<file path="config.mk">
export PLATFORM = sky130hd
export DESIGN_NAME = exception_unit
export DESIGN_NICKNAME = d
export VERILOG_FILES = /design/src/rtl/exception_unit.sv
export SDC_FILE = /design/constraint.sdc
export NUM_CORES = 1
export LEC_CHECK = 0
export CAP_MARGIN = 40
export CORE_ASPECT_RATIO = 0.5
export CORE_MARGIN = 2
export CORE_UTILIZATION = 25
export DETAILED_ROUTE_END_ITERATION = 6
export SETUP_SLACK_MARGIN = 0.15
export SYNTH_ARGS = -nofsm -noshare
export SYNTH_HDL_FRONTEND = slang
export SYNTH_SLANG_ARGS = --single-unit
</file>
<file path="constraint.sdc">
create_clock -name clk -period 4.5 [get_ports clk]
set_clock_uncertainty 0.15 [all_clocks]
set_input_delay 0.675 -clock clk [delete_from_list [all_inputs] [get_ports clk]]
set_output_delay 0.675 -clock clk [all_outputs]
set_load 0.02 [all_outputs]
</file>
<file path="src/rtl/exception_unit.sv">
// exception_unit: resolves IF/ID/EX/MEM exception requests and an optional
// external interrupt to one precise trap. It drives the coprocessor 0
// exception bus, the pipeline flush lines and the fetch-PC redirect for
// trap entry and eret return.
// Optional feature macro: EXC_INTERRUPT_EN (2-flop irq synchronizer plus a
// code-1 interrupt request gated by status_ie). When the macro is undefined,
// irq and status_ie are ignored.
module exception_unit #(
  parameter logic [31:0] EXC_VECTOR = 32'h8000_0180
) (
  input  logic        clk,
  input  logic        reset,
  input  logic        if_exc_addr,
  input  logic [31:0] if_pc,
  input  logic        id_exc_ri,
  input  logic        id_exc_sys,
  input  logic [31:0] id_pc,
  input  logic        ex_exc_ov,
  input  logic [31:0] ex_pc,
  input  logic        mem_exc_addr,
  input  logic [31:0] mem_pc,
  input  logic        eret,
  input  logic [31:0] epc_in,
  input  logic        status_ie,
  input  logic        irq,
  output logic [34:0] exception_bus,
  output logic        flush_if,
  output logic        flush_id,
  output logic        flush_ex,
  output logic        flush_mem,
  output logic        pc_redirect,
  output logic [31:0] pc_target
);

  typedef enum logic [1:0] {
    IDLE = 2'd0,
    TRAP = 2'd1,
    HOLD = 2'd2
  } state_t;

  state_t      state_q, state_d;
  logic [34:0] exc_bus_q, exc_bus_d;
  logic [3:0]  flush_q, flush_d;       // {mem, ex, id, if}
  logic        pc_redirect_q, pc_redirect_d;
  logic [31:0] pc_target_q, pc_target_d;

  logic        irq_req;
  logic [2:0]  win_code;
  logic [31:0] win_epc;
  logic [3:0]  win_flush;

`ifdef EXC_INTERRUPT_EN
  logic irq_sync1_q, irq_sync1_d;
  logic irq_sync2_q, irq_sync2_d;

  // Synchronizer next values: irq is asynchronous to clk.
  always_comb begin
    irq_sync1_d = irq;
    irq_sync2_d = irq_sync1_q;
  end

  // Two-flop synchronizer chain for the external interrupt.
  always_ff @(posedge clk or posedge reset) begin
    if (reset) begin
      irq_sync1_q <= 1'b0;
      irq_sync2_q <= 1'b0;
    end else begin
      irq_sync1_q <= irq_sync1_d;
      irq_sync2_q <= irq_sync2_d;
    end
  end

  assign irq_req = irq_sync2_q & status_ie;
`else
  logic unused_irq_inputs;
  assign unused_irq_inputs = irq ^ status_ie;
  assign irq_req = 1'b0;
`endif

  // Pick the oldest-stage request; its PC becomes the EPC and it sets the flush scope.
  always_comb begin
    win_code  = 3'd0;
    win_epc   = 32'd0;
    win_flush = 4'b0000;
    if (mem_exc_addr) begin
      win_code  = 3'd6;
      win_epc   = mem_pc;
      win_flush = 4'b1111;
    end else if (ex_exc_ov) begin
      win_code  = 3'd5;
      win_epc   = ex_pc;
      win_flush = 4'b0111;
    end else if (id_exc_ri) begin
      win_code  = 3'd3;
      win_epc   = id_pc;
      win_flush = 4'b0011;
    end else if (id_exc_sys) begin
      win_code  = 3'd4;
      win_epc   = id_pc;
      win_flush = 4'b0011;
    end else if (if_exc_addr) begin
      win_code  = 3'd2;
      win_epc   = if_pc;
      win_flush = 4'b0001;
    end else if (irq_req) begin
      // An interrupt is taken on the EX instruction.
      win_code  = 3'd1;
      win_epc   = ex_pc;
      win_flush = 4'b0111;
    end
  end

  // Next state and next registered outputs; outputs default to idle values.
  always_comb begin
    state_d       = state_q;
    exc_bus_d     = 35'd0;
    flush_d       = 4'b0000;
    pc_redirect_d = 1'b0;
    pc_target_d   = pc_target_q;
    case (state_q)
      IDLE: begin
        if (win_code != 3'd0) begin
          // A trap beats an eret arriving in the same cycle.
          state_d       = TRAP;
          exc_bus_d     = {win_code, win_epc};
          flush_d       = win_flush;
          pc_redirect_d = 1'b1;
          pc_target_d   = EXC_VECTOR;
        end else if (eret) begin
          state_d       = HOLD;
          flush_d       = 4'b0111;
          pc_redirect_d = 1'b1;
          pc_target_d   = epc_in;
        end
      end
      TRAP:    state_d = HOLD;
      HOLD:    state_d = IDLE;
      default: state_d = IDLE;
    endcase
  end

  // State and output registers, cleared asynchronously.
  always_ff @(posedge clk or posedge reset) begin
    if (reset) begin
      state_q       <= IDLE;
      exc_bus_q     <= 35'd0;
      flush_q       <= 4'b0000;
      pc_redirect_q <= 1'b0;
      pc_target_q   <= 32'd0;
    end else begin
      state_q       <= state_d;
      exc_bus_q     <= exc_bus_d;
      flush_q       <= flush_d;
      pc_redirect_q <= pc_redirect_d;
      pc_target_q   <= pc_target_d;
    end
  end

  assign exception_bus = exc_bus_q;
  assign flush_if      = flush_q[0];
  assign flush_id      = flush_q[1];
  assign flush_ex      = flush_q[2];
  assign flush_mem     = flush_q[3];
  assign pc_redirect   = pc_redirect_q;
  assign pc_target     = pc_target_q;

endmodule
</file>
==> impl_table.tex <==
\begin{tabular}{lr}
\hline
Metric & Value \\
\hline
\multicolumn{2}{l}{\textbf{Setup path}} \\
\quad Crit-path leading delay family & simple AND/OR/NAND/NOR gates \\
\quad Endpoint arrival time on the critical path & around 2700 ps \\
\quad R2r setup slk & between 2000 and 2500 ps \\
\quad Setup Crit Path Kind & input pin to flop \\
\quad Maximum fanout count along the critical path & 18 \\
\quad Worst Path Required & around 4600 ps \\
\quad Critical path cell sequence & clkdlybuf4s50\_1 > nor2\_2 > and3\_1 > buf\_4 > a22o\_1 \\
\quad Critical Path Source Type & input pin \\
\quad Beginning of the critical path & id\_exc\_ri \\
\quad Slowest stage cell on the critical path & sky130\_fd\_sc\_hd\_\_and3\_1 \\
\quad Nature of the critical path endpoint & flop \\
\quad Worst r2r src & state\_q[0]\$\_DFFE\_PP0P\_ \\
\quad Biggest cell delay along the critical path & about 660 ps \\
\quad Buffering stage count on the worst path with inverters included & 2 \\
\multicolumn{2}{l}{\textbf{Route}} \\
\quad Detailed-route wire length per cell & roughly 18 um \\
\quad Final Routed Wirelength & between 10,000 and 15,000 um \\
\quad Initial DRC count & 84 \\
\quad DR DRC count & 0 \\
\quad Antenna-violating nets left & 0 \\
\quad Vias & 3,149 \\
\quad Detailed-router iteration count before antenna repair & 4 \\
\quad Drt via density & roughly 4.5 \\
\multicolumn{2}{l}{\textbf{Clock network}} \\
\quad Insertion delay of the later-clocked pin in the worst-skew pair & around 330 ps \\
\quad Number of buffers inserted for hold repair after clock tree synthesis & 0 \\
\quad Root buf cell & sky130\_fd\_sc\_hd\_\_clkbuf\_16 \\
\quad Clock sink count & 74 \\
\quad Clock buffers created by TritonCTS & 9 \\
\quad Clock H-tree levels & 3 \\
\quad Number of gates resized after cts & 0 \\
\quad Clock tree from TritonCTS & done \\
\quad Clock-pin transition on the worst setup and hold timing paths & 70 ps \\
\quad Max clock buf depth & 2 \\
\quad Post-CTS repair timing setup buffer count & 0 \\
\multicolumn{2}{l}{\textbf{Finish}} \\
\quad Synthesis-to-finish area growth & 79.29\% \\
\quad Net count reported at finish & 668 \\
\quad Most used cells in the layout excluding fill and tap cells & sky130\_fd\_sc\_hd\_\_clkdlybuf4s50\_1 (239), sky130\_fd\_sc\_hd\_\_dfrtp\_1 (74), sky130\_fd\_sc\_hd\_\_o22ai\_1 (32), sky130\_fd\_sc\_hd\_\_nor3\_2 (30) \\
\quad Fraction of layout instances using a drive strength above 1 & 18.89\% \\
\quad Diodes inserted & 0 \\
\quad Most common cell after layout, fill and taps aside & sky130\_fd\_sc\_hd\_\_clkdlybuf4s50\_1 \\
\multicolumn{2}{l}{\textbf{GRT}} \\
\quad Sum of overflow across all layers after global routing & 0 \\
\quad Via count of the first global-routing pass & 3,217 \\
\quad Largest net degree at the start of global routing & 36 \\
\quad First-pass GRT wire length & 18,910 um \\
\quad Global-route usage over all layers & roughly 16\% \\
\quad Number of antenna violations at the first check in global routing & 0 \\
\multicolumn{2}{l}{\textbf{Synth}} \\
\quad Synthesized area & about 3600 um2 \\
\quad Cell taking the most area after synthesis & sky130\_fd\_sc\_hd\_\_dfrtp\_1 \\
\quad Synth Register Bits & 74 \\
\quad Post-synthesis cell type count & 29 \\
\quad Top cell type's share of synthesized area & around 52\% \\
\quad Biggest area contributors in the synthesized netlist & sky130\_fd\_sc\_hd\_\_dfrtp\_1 (52\%), sky130\_fd\_sc\_hd\_\_a221oi\_2 (12\%), sky130\_fd\_sc\_hd\_\_nor3\_2 (8.5\%) \\
\quad Sequential element share of the synthesized area & between 50\% and 60\% \\
\quad Average instance area after synthesis & roughly 13 um2 \\
\quad Post-synthesis net count & 436 \\
\quad Count of mapped cells out of synthesis & around 270 \\
\quad Total number of yosys warnings & 0 \\
\multicolumn{2}{l}{\textbf{Floorplan}} \\
\quad DIE HEIGHT & 88.29 um \\
\quad Placeable Area & $\sim$14,000 um2 \\
\quad Num rows & 30 \\
\quad Die width & roughly 170 um \\
\quad Die Area & roughly 15,000 um2 \\
\quad IO Count & roughly 240 \\
\quad Initial core utilization & between 20\% and 30\% \\
\multicolumn{2}{l}{\textbf{Timing}} \\
\quad Unrepaired setup endpoints after global routing & no \\
\quad Time the worst path needs with I/O delays and setup & 2588 ps \\
\quad Final WS setup & $\sim$1900 ps \\
\quad Final number of hold-violating endpoints & 0 \\
\quad Number of max-slew violations in the final report & 0 \\
\quad Headroom to the max-slew limit & 53.76\% \\
\quad Worst hold slack after final layout & just under 300 ps \\
\quad Sum of negative setup slack & 0 ps \\
\quad Final critical-path share of the clock period & between 50\% and 60\% \\
\quad Fmax & 386.4 MHz \\
\quad Measured slew at the worst slew-check pin & 693.5 ps \\
\quad Final setup violation count & 0 \\
\multicolumn{2}{l}{\textbf{Power}} \\
\quad PD cells & approximately 420 nW/um2 \\
\quad Leak pwr & $\sim$2.5 nW \\
\quad Maximum resistive drop on vdd & approximately 0.00021 V \\
\multicolumn{2}{l}{\textbf{Min path}} \\
\quad Hold Crit Start & state\_q[1]\$\_DFFE\_PP0P\_ \\
\quad Path class of the lowest-slack min-delay path & flop to flop \\
\multicolumn{2}{l}{\textbf{Placement}} \\
\quad DP Worst Slack & 1556 ps \\
\quad Routability Congestion & 0.7834 \\
\quad DPL Wire Length & between 9000 and 10,000 um \\
\quad Number of port buffers & between 200 and 250 \\
\multicolumn{2}{l}{\textbf{Outcome}} \\
\quad Status & finished, final reports clean \\
\multicolumn{2}{l}{\textbf{Job}} \\
\quad Number of violations of the max-capacitance limit & 0 \\
\hline
\end{tabular}
-- logic make-up (layout without fill, tap and decap cells) --
kind of cell,count (synthesis),in the layout,synth area share (%)
flops,74,74,52.13
buf+inv,38,275,7.361
simple gates,51,51,11.73
compound gates,103,103,28.78
-- sequential cells by signal (all words and copies together), names as in the netlist --
name and cells:
state_q 2, pc_target 32, flush_q 4, pc_redirect 1
exception_bus 35
-- final cells by class --
| class | count | area [um2] |
|---|---|---|
| clock inverter | 6 | 73.82 |
| clock buffer | 10 | 239.0 |
| inverter | 10 | 38.79 |
| fill | 1284 | 7332 |
| timing repair buffer | 249 | 2480 |
| sequential | 74 | 1852 |
| tap | 192 | 240.2 |
| multi-input combinational | 154 | 1445 |
-- power by group --
group / leakage, nW / internal (mW) / switching [mW]
Clock: 0.154 / 0.451 / 0.296
Combinational: 1.41 / 0.522 / 0.565
Sequential: 0.972 / 0.817 / 0.0426
-- cell usage after synthesis --
cell type	n
sky130_fd_sc_hd__dfrtp_1	74
sky130_fd_sc_hd__o22ai_1	32
sky130_fd_sc_hd__nor3_2	30
sky130_fd_sc_hd__a221oi_2	29
sky130_fd_sc_hd__a22o_1	29
sky130_fd_sc_hd__buf_6	10
sky130_fd_sc_hd__inv_1	9
sky130_fd_sc_hd__buf_2	8
sky130_fd_sc_hd__nor2_1	6
sky130_fd_sc_hd__nor3_1	5
sky130_fd_sc_hd__clkbuf_1	4
sky130_fd_sc_hd__a21oi_1	3
sky130_fd_sc_hd__a221oi_1	3
sky130_fd_sc_hd__a2bb2oi_2	3
sky130_fd_sc_hd__buf_4	3
sky130_fd_sc_hd__or2_1	3
sky130_fd_sc_hd__buf_8	2
sky130_fd_sc_hd__nand2b_1	2
sky130_fd_sc_hd__a21o_1	1
sky130_fd_sc_hd__a21o_4	1
sky130_fd_sc_hd__a31o_4	1
sky130_fd_sc_hd__a31oi_1	1
sky130_fd_sc_hd__and3_1	1
sky130_fd_sc_hd__buf_1	1
sky130_fd_sc_hd__clkinv_1	1
sky130_fd_sc_hd__nor2_2	1
sky130_fd_sc_hd__nor2b_1	1
sky130_fd_sc_hd__nor3b_2	1
sky130_fd_sc_hd__nor4_1	1
-- worst paths after layout --
check / depth (start not counted) / endpoint
max: 5 / pc_target[15]$_DFFE_PP0P_
min: 1 / state_q[1]$_DFFE_PP0P_
max reg2reg: 4 / pc_target[15]$_DFFE_PP0P_
min reg2reg: 1 / state_q[1]$_DFFE_PP0P_
max in group asynchronous: 3 / exception_bus[7]$_DFF_PP0_
min in group asynchronous: 2 / pc_target[23]$_DFFE_PP0P_
-- stage by stage --
step | instance area [um2] | util [%] | total power [mW] | instances
final | 6369 | 46.48 | 2.693 | 695
after floorplan | 3552 | - | 1.485 | 266
after CTS | 6369 | 46.48 | 2.741 | 695
after global placement | 6036 | 44.05 | 1.971 | 678
after global routing | 6369 | 46.48 | 2.827 | 695
after detailed placement | 6056 | 44.20 | 1.981 | 679
-- worst register-to-register path, stage by stage (launching register included) --
cell and delay, ps:
sky130_fd_sc_hd__dfrtp_1 390, sky130_fd_sc_hd__nor4_1 260, sky130_fd_sc_hd__and3_1 640, sky130_fd_sc_hd__buf_4 360, sky130_fd_sc_hd__a22o_1 180
-- metal layers --
metal,vias up,GRT usage (%),wire length (um)
met1,1552,20.53,5255
met3,12,3.351,422
li1,1515,-,-
met2,70,29.13,6696
met4,0,3.963,146
met5,-,0,0
No activity file was read; power rests on OpenSTA's default activity.
